--- config.mk ---
export PLATFORM = sky130hd
export DESIGN_NAME = slow_tick_sampler
export DESIGN_NICKNAME = d
export VERILOG_FILES = /design/src/rtl/slow_tick_sampler.sv
export SDC_FILE = /design/constraint.sdc
export NUM_CORES = 1
export LEC_CHECK = 0
export BUFFER_PORTS_ARGS = -buffer_cell sky130_fd_sc_hd__buf_2
export CAP_MARGIN = 20
export CORE_MARGIN = 4
export CORE_UTILIZATION = 25
export DETAILED_ROUTE_END_ITERATION = 6
export GPL_ROUTABILITY_DRIVEN = 0
export PLACE_DENSITY = 0.42
export REMOVE_ABC_BUFFERS = 1
export SKIP_LAST_GASP = 1
export SYNTH_ARGS = -nofsm -noshare
export SYNTH_HDL_FRONTEND = slang
export SYNTH_SLANG_ARGS = --single-unit
--- constraint.sdc ---
create_clock -name clk -period 2.1 [get_ports clk]
set_input_delay 0.105 -clock clk [delete_from_list [all_inputs] [get_ports clk]]
set_output_delay 0.105 -clock clk [all_outputs]
set_load 0.03 [all_outputs]
--- src/rtl/slow_tick_sampler.sv ---
// Brings a slow asynchronous clock into the clk domain as a one-cycle tick enable,
// samples a debounced serial bit on each tick, measures tick spacing and flags slow-clock loss.
module slow_tick_sampler #(
    parameter int DEBOUNCE = 16,
    parameter int TIMEOUT  = 250000000,
    parameter int CNT_W    = 28
) (
    input  logic             clk,
    input  logic             reset,
    input  logic             slow_in,
    input  logic             din,
    output logic             tick,
    output logic             bit_valid,
    output logic             bit_out,
    output logic [CNT_W-1:0] period,
    output logic             lost
);

    localparam int               DW      = $clog2(DEBOUNCE);
    localparam logic [DW-1:0]    DC_LAST = DW'(DEBOUNCE - 1);
    localparam logic [CNT_W-1:0] TO_LAST = CNT_W'(TIMEOUT - 1);

    logic             s_meta_q, s_meta_d;
    logic             s_sync_q, s_sync_d;
    logic             s_prev_q, s_prev_d;
    logic             d_meta_q, d_meta_d;
    logic             d_sync_q, d_sync_d;
    logic [DW-1:0]    dcnt_q, dcnt_d;
    logic             din_clean_q, din_clean_d;
    logic             tick_q, tick_d;
    logic             bit_valid_q, bit_valid_d;
    logic             bit_out_q, bit_out_d;
    logic [CNT_W-1:0] pcnt_q, pcnt_d;
    logic [CNT_W-1:0] period_q, period_d;
    logic             seen_q, seen_d;
    logic             lost_q, lost_d;
    logic             rise;
    logic             pcnt_sat;

    assign rise     = s_sync_q & ~s_prev_q;
    assign pcnt_sat = (pcnt_q == '1);

    always_comb begin
        s_meta_d    = slow_in;
        s_sync_d    = s_meta_q;
        s_prev_d    = s_sync_q;
        d_meta_d    = din;
        d_sync_d    = d_meta_q;
        dcnt_d      = dcnt_q;
        din_clean_d = din_clean_q;
        tick_d      = rise;
        bit_valid_d = rise;
        bit_out_d   = bit_out_q;
        pcnt_d      = pcnt_q;
        period_d    = period_q;
        seen_d      = seen_q;
        lost_d      = lost_q;

        if (d_sync_q == din_clean_q) begin
            dcnt_d = '0;
        end else if (dcnt_q == DC_LAST) begin
            din_clean_d = d_sync_q;
            dcnt_d      = '0;
        end else begin
            dcnt_d = dcnt_q + DW'(1);
        end

        // The tick edge restarts the period count and always wins over the timeout.
        if (rise) begin
            bit_out_d = din_clean_q;
            pcnt_d    = '0;
            seen_d    = 1'b1;
            lost_d    = 1'b0;
            if (seen_q) begin
                period_d = pcnt_sat ? pcnt_q : pcnt_q + CNT_W'(1);
            end
        end else begin
            if (!pcnt_sat) begin
                pcnt_d = pcnt_q + CNT_W'(1);
            end
            if (pcnt_q == TO_LAST) begin
                lost_d = 1'b1;
            end
        end
    end

    always_ff @(posedge clk) begin
        if (reset) begin
            s_meta_q    <= 1'b0;
            s_sync_q    <= 1'b0;
            s_prev_q    <= 1'b0;
            d_meta_q    <= 1'b0;
            d_sync_q    <= 1'b0;
            dcnt_q      <= '0;
            din_clean_q <= 1'b0;
            tick_q      <= 1'b0;
            bit_valid_q <= 1'b0;
            bit_out_q   <= 1'b0;
            pcnt_q      <= '0;
            period_q    <= '0;
            seen_q      <= 1'b0;
            lost_q      <= 1'b0;
        end else begin
            s_meta_q    <= s_meta_d;
            s_sync_q    <= s_sync_d;
            s_prev_q    <= s_prev_d;
            d_meta_q    <= d_meta_d;
            d_sync_q    <= d_sync_d;
            dcnt_q      <= dcnt_d;
            din_clean_q <= din_clean_d;
            tick_q      <= tick_d;
            bit_valid_q <= bit_valid_d;
            bit_out_q   <= bit_out_d;
            pcnt_q      <= pcnt_d;
            period_q    <= period_d;
            seen_q      <= seen_d;
            lost_q      <= lost_d;
        end
    end

    assign tick      = tick_q;
    assign bit_valid = bit_valid_q;
    assign bit_out   = bit_out_q;
    assign period    = period_q;
    assign lost      = lost_q;

endmodule

==> flow_metrics.py <==
metrics = {
    "sta": {
        "fmax_mhz": 505.7,
        "setup_slack_ns": 0.1225,
        "finalHoldViolations": 0,
        "max_slew_margin_pct": 58.83,
        "setup_viol": 0,
        "fin_hold_ws_ns": 0.2537,
        "worst_pin_slew_ns": 0.6175,
        "finalCritPeriodShare_pct": 94.17,
        "grt_setup_unrepaired": "false",
        "finClkSkew_ns": 0.006245,
        "finalMaxSlewViolations": 0,
        "post-route-min-period_ns": 1.978,
    },
    "setup_path": {
        "r2r_slack_ns": 0.12,
        "cp_data_arrival_time_ns": 2.22,
        "start_kind": "flop",
        "cp.required_ns": 2.34,
        "path_class": "flop to flop",
        "reg2reg_from": "pcnt_q[0]",
        "reg2reg_depth": 7,
        "crit_fanout": 8,
        "r2r_end": "period[19]",
        "endpoint_kind": "flop",
    },
    "power": {
        "seqPwrFrac_pct": 42.1,
        "power_frac_comb_pct": 3.0,
        "peakVddDrop_mv": 0.3013,
        "p_int_uw": 2603,
        "switching_share_pct": 19.24,
        "power_frac_clock_pct": 54.9,
        "leakage_uw": 0.001502,
        "powerDensity_nw_per_um2": 834.4,
        "finalPower_uw": 3223,
        "p_sw_uw": 620.2,
    },
    "global_routing": {
        "grt_max_degree": 31,
        "grt_overflow": 0,
        "grt_pass1_vias": 2544,
        "grt_first_pass_wirelength_mm": 13.03,
        "grt_use_total_pct": 11.54,
        "antenna_found_initial": 0,
    },
    "cts": {
        "cts_tree": "done",
        "clk_pin_slew_ns": 0.06,
        "post_cts_buffers": 0,
        "cts_sinks": 70,
        "cts_buffers": 9,
        "cts-root-buf": "clkbuf_16",
        "clk_path_buf_depth": 2,
        "clock_latency_ns": 0.33,
        "htreeDepth": 3,
    },
    "floorplan": {
        "die_area_um2": 13830,
        "core.rowCount": 39,
        "die_x_um": 117.6,
        "core_area_um2": 11560,
        "io_pins": 36,
        "die_h_um": 117.6,
        "start_util_pct": 25.97,
    },
    "drt": {
        "finalWirelength_mm": 7.664,
        "wl_met3_um": 332,
        "vias": 2598,
        "met1_length_mm": 3.672,
        "routed.top_layer": "met4",
        "drc_errors": 0,
        "detail-route-antenna-nets": 0,
        "dr_wl_met2_mm": 3.549,
        "viasPerCell": 4.829,
        "routedWlPerCell_um": 14.25,
        "drt-pass1-iter-count": 5,
        "drtIter0Drc": 111,
    },
    "logic_synthesis": {
        "synth_warnings": 0,
        "synth_edf_count": 0,
        "syn_avg_cell_area_um2": 9.018,
        "synth_top_cell_by_area": "dfxtp_1",
        "synth_seq_area_share_pct": 46.67,
        "ys_seq_elements": 70,
        "synth_compound_area_share_pct": 14.96,
        "postSynthCellCount": 333,
        "netlist_area_um2": 3003,
        "synth_cell_types": 51,
        "synth_ff_type": "dfxtp_1",
        "synth_xor_area_share_pct": 5.250,
        "synth_mux_area_share_pct": 1.667,
        "synth_simple_gate_area_share_pct": 26.63,
        "netlist.area_leader.share_pct": 46.67,
        "synth_area_leaders": "dfxtp_1 47%, nor2_1 7.4%, a211oi_1 3.8%, xor2_1 3.5%, nand3_1 2.8%",
        "ys_async_sr_fraction_pct": 0,
        "synth_top_family_by_area": "simple AND/OR/NAND/NOR gates",
        "synth_adder_area_share_pct": 0.8333,
    },
    "run_status": {
        "outcome": "completed",
    },
    "min_path": {
        "hold_depth": 2,
        "hold_path.class": "input port to flop",
        "holdPathEnd": "period[23]",
        "holdCritStartpoint": "reset",
    },
    "placement": {
        "dp_hpwl_mm": 5.574,
        "postPlaceCellArea_um2": 3467,
        "io_buffers": 35,
        "pre_cts_ws_ns": 0.1260,
    },
    "final_layout": {
        "diodes": 0,
        "final_area_um2": 3862,
        "drive_above_1_share_pct": 25.57,
        "fin_nets": 396,
        "final_core_util_pct": 33.40,
        "area_growth_pct": 28.62,
    },
    "flow_run": {
        "maxCapViolCount": 0,
    },
}
-- power groups by stage --
stage	registers [uW]	clock network [uW]	logic (uW)
after floorplan	1400	0	40.5
after global placement	1390	0	95.9
after detailed placement	1390	0	95.6
after CTS	1360	1820	99.1
after global routing	1360	1880	109
final	1360	1770	96.4
-- cells in the mapped netlist (2+ instances only) --
master / number
nor2_1: 59
a31oi_1: 2
and4_1: 2
o21ai_2: 2
a211oi_1: 15
a311oi_2: 5
a21oi_1: 13
inv_1: 3
and2_1: 3
and3_1: 7
ha_1: 2
buf_2: 3
or2_2: 3
mux2i_1: 5
buf_1: 2
clkbuf_1: 10
nand2_1: 20
xnor2_1: 6
buf_4: 3
o21ai_0: 2
o2111ai_1: 4
o31ai_1: 3
nor3_1: 7
nor2b_1: 6
o22ai_1: 2
xor2_1: 12
nand4_1: 12
nand3_1: 17
dfxtp_1: 70
nor4_1: 4
or3_1: 4
a311oi_1: 2
or4_1: 5
-- layer usage --
layer / track usage, % / up-vias
met2: 18.61 / 46
met1: 14.88 / 1227
met3: 3.316 / 7
met5: 0 / -
met4: 3.736 / 0
li1: - / 1318
-- worst max-delay path by stage --
stage                           from          to  slack (ns)  cells past startpoint
after floorplan            pcnt_q[0]  period[11]       -0.16                      6
after global placement    pcnt_q[23]  period[19]        0.14                      6
after detailed placement   pcnt_q[2]  period[19]        0.13                      5
after CTS                  pcnt_q[2]  period[19]         0.1                      5
after global routing       pcnt_q[3]  period[19]       0.001                      5
final                      pcnt_q[0]  period[19]        0.12                      7
-- worst max-delay path: stages (launching register included) --
cell and delay (ns):
dfxtp_1 0.35, ha_1 0.22, nand2_1 0.12, nor4_4 0.07, and3_1 0.18, buf_4 0.17, or4_1 0.51, a311oi_2 0.27
-- cell type report --
cell class,instances,area [um^2]
clock inverters,3,90.09
multi-input cells,240,1505
flip-flops and latches,70,1404
repair buffers,66,412.9
inverters,3,11.26
fillers,1230,7702
clock buffers,13,260.3
well taps,143,178.9
-- cell families (layout without fill, tap and decap cells) --
family / Yosys count / after routing
buffers and inverters: 23 / 85
adder cells (fa/ha/maj): 2 / 2
XOR/XNOR: 18 / 18
AO/OA/AOI/OAI: 58 / 58
flip-flops: 70 / 70
multiplexers: 5 / 5
AND/OR/NAND/NOR: 157 / 157
-- state kept, by name, summed over array words and instances, names as in the netlist --
register	count
pcnt_q	28
period	28
dcnt_q	4
bit_out	1
bit_valid	1
d_meta_q	1
d_sync_q	1
din_clean_q	1
lost	1
s_meta_q	1
s_prev_d	1
s_prev_q	1
seen_q	1
-- cells in the final DEF, fill, tap and decap left out, drive strengths merged, types with 7 or more instances in the layout --
| cell type | count |
|---|---|
| a21oi | 13 |
| nand3 | 18 |
| a311oi | 7 |
| and3 | 7 |
| nand4 | 13 |
| nor3 | 7 |
| a211oi | 15 |
| nor2 | 59 |
| xor2 | 12 |
| dfxtp | 70 |
| clkbuf | 13 |
| buf | 64 |
| nand2 | 21 |
-- stage by stage --
step	TNS, ns	cells
3_5_place_dp	0	520
4_1_cts	0	538
5_1_grt	0	538
6_report	0	538
3_3_place_gp	0	520
2_1_floorplan	-1.347	313
-- timing repair --
action / 4_1_cts / 5_1_grt
endpoints found under the hold margin: 2 / 0
hold buffers: 2 / 0
endpoints found under the setup margin: 0 / 5
resized for setup: 0 / 7
(Power assumes the default switching activity.)
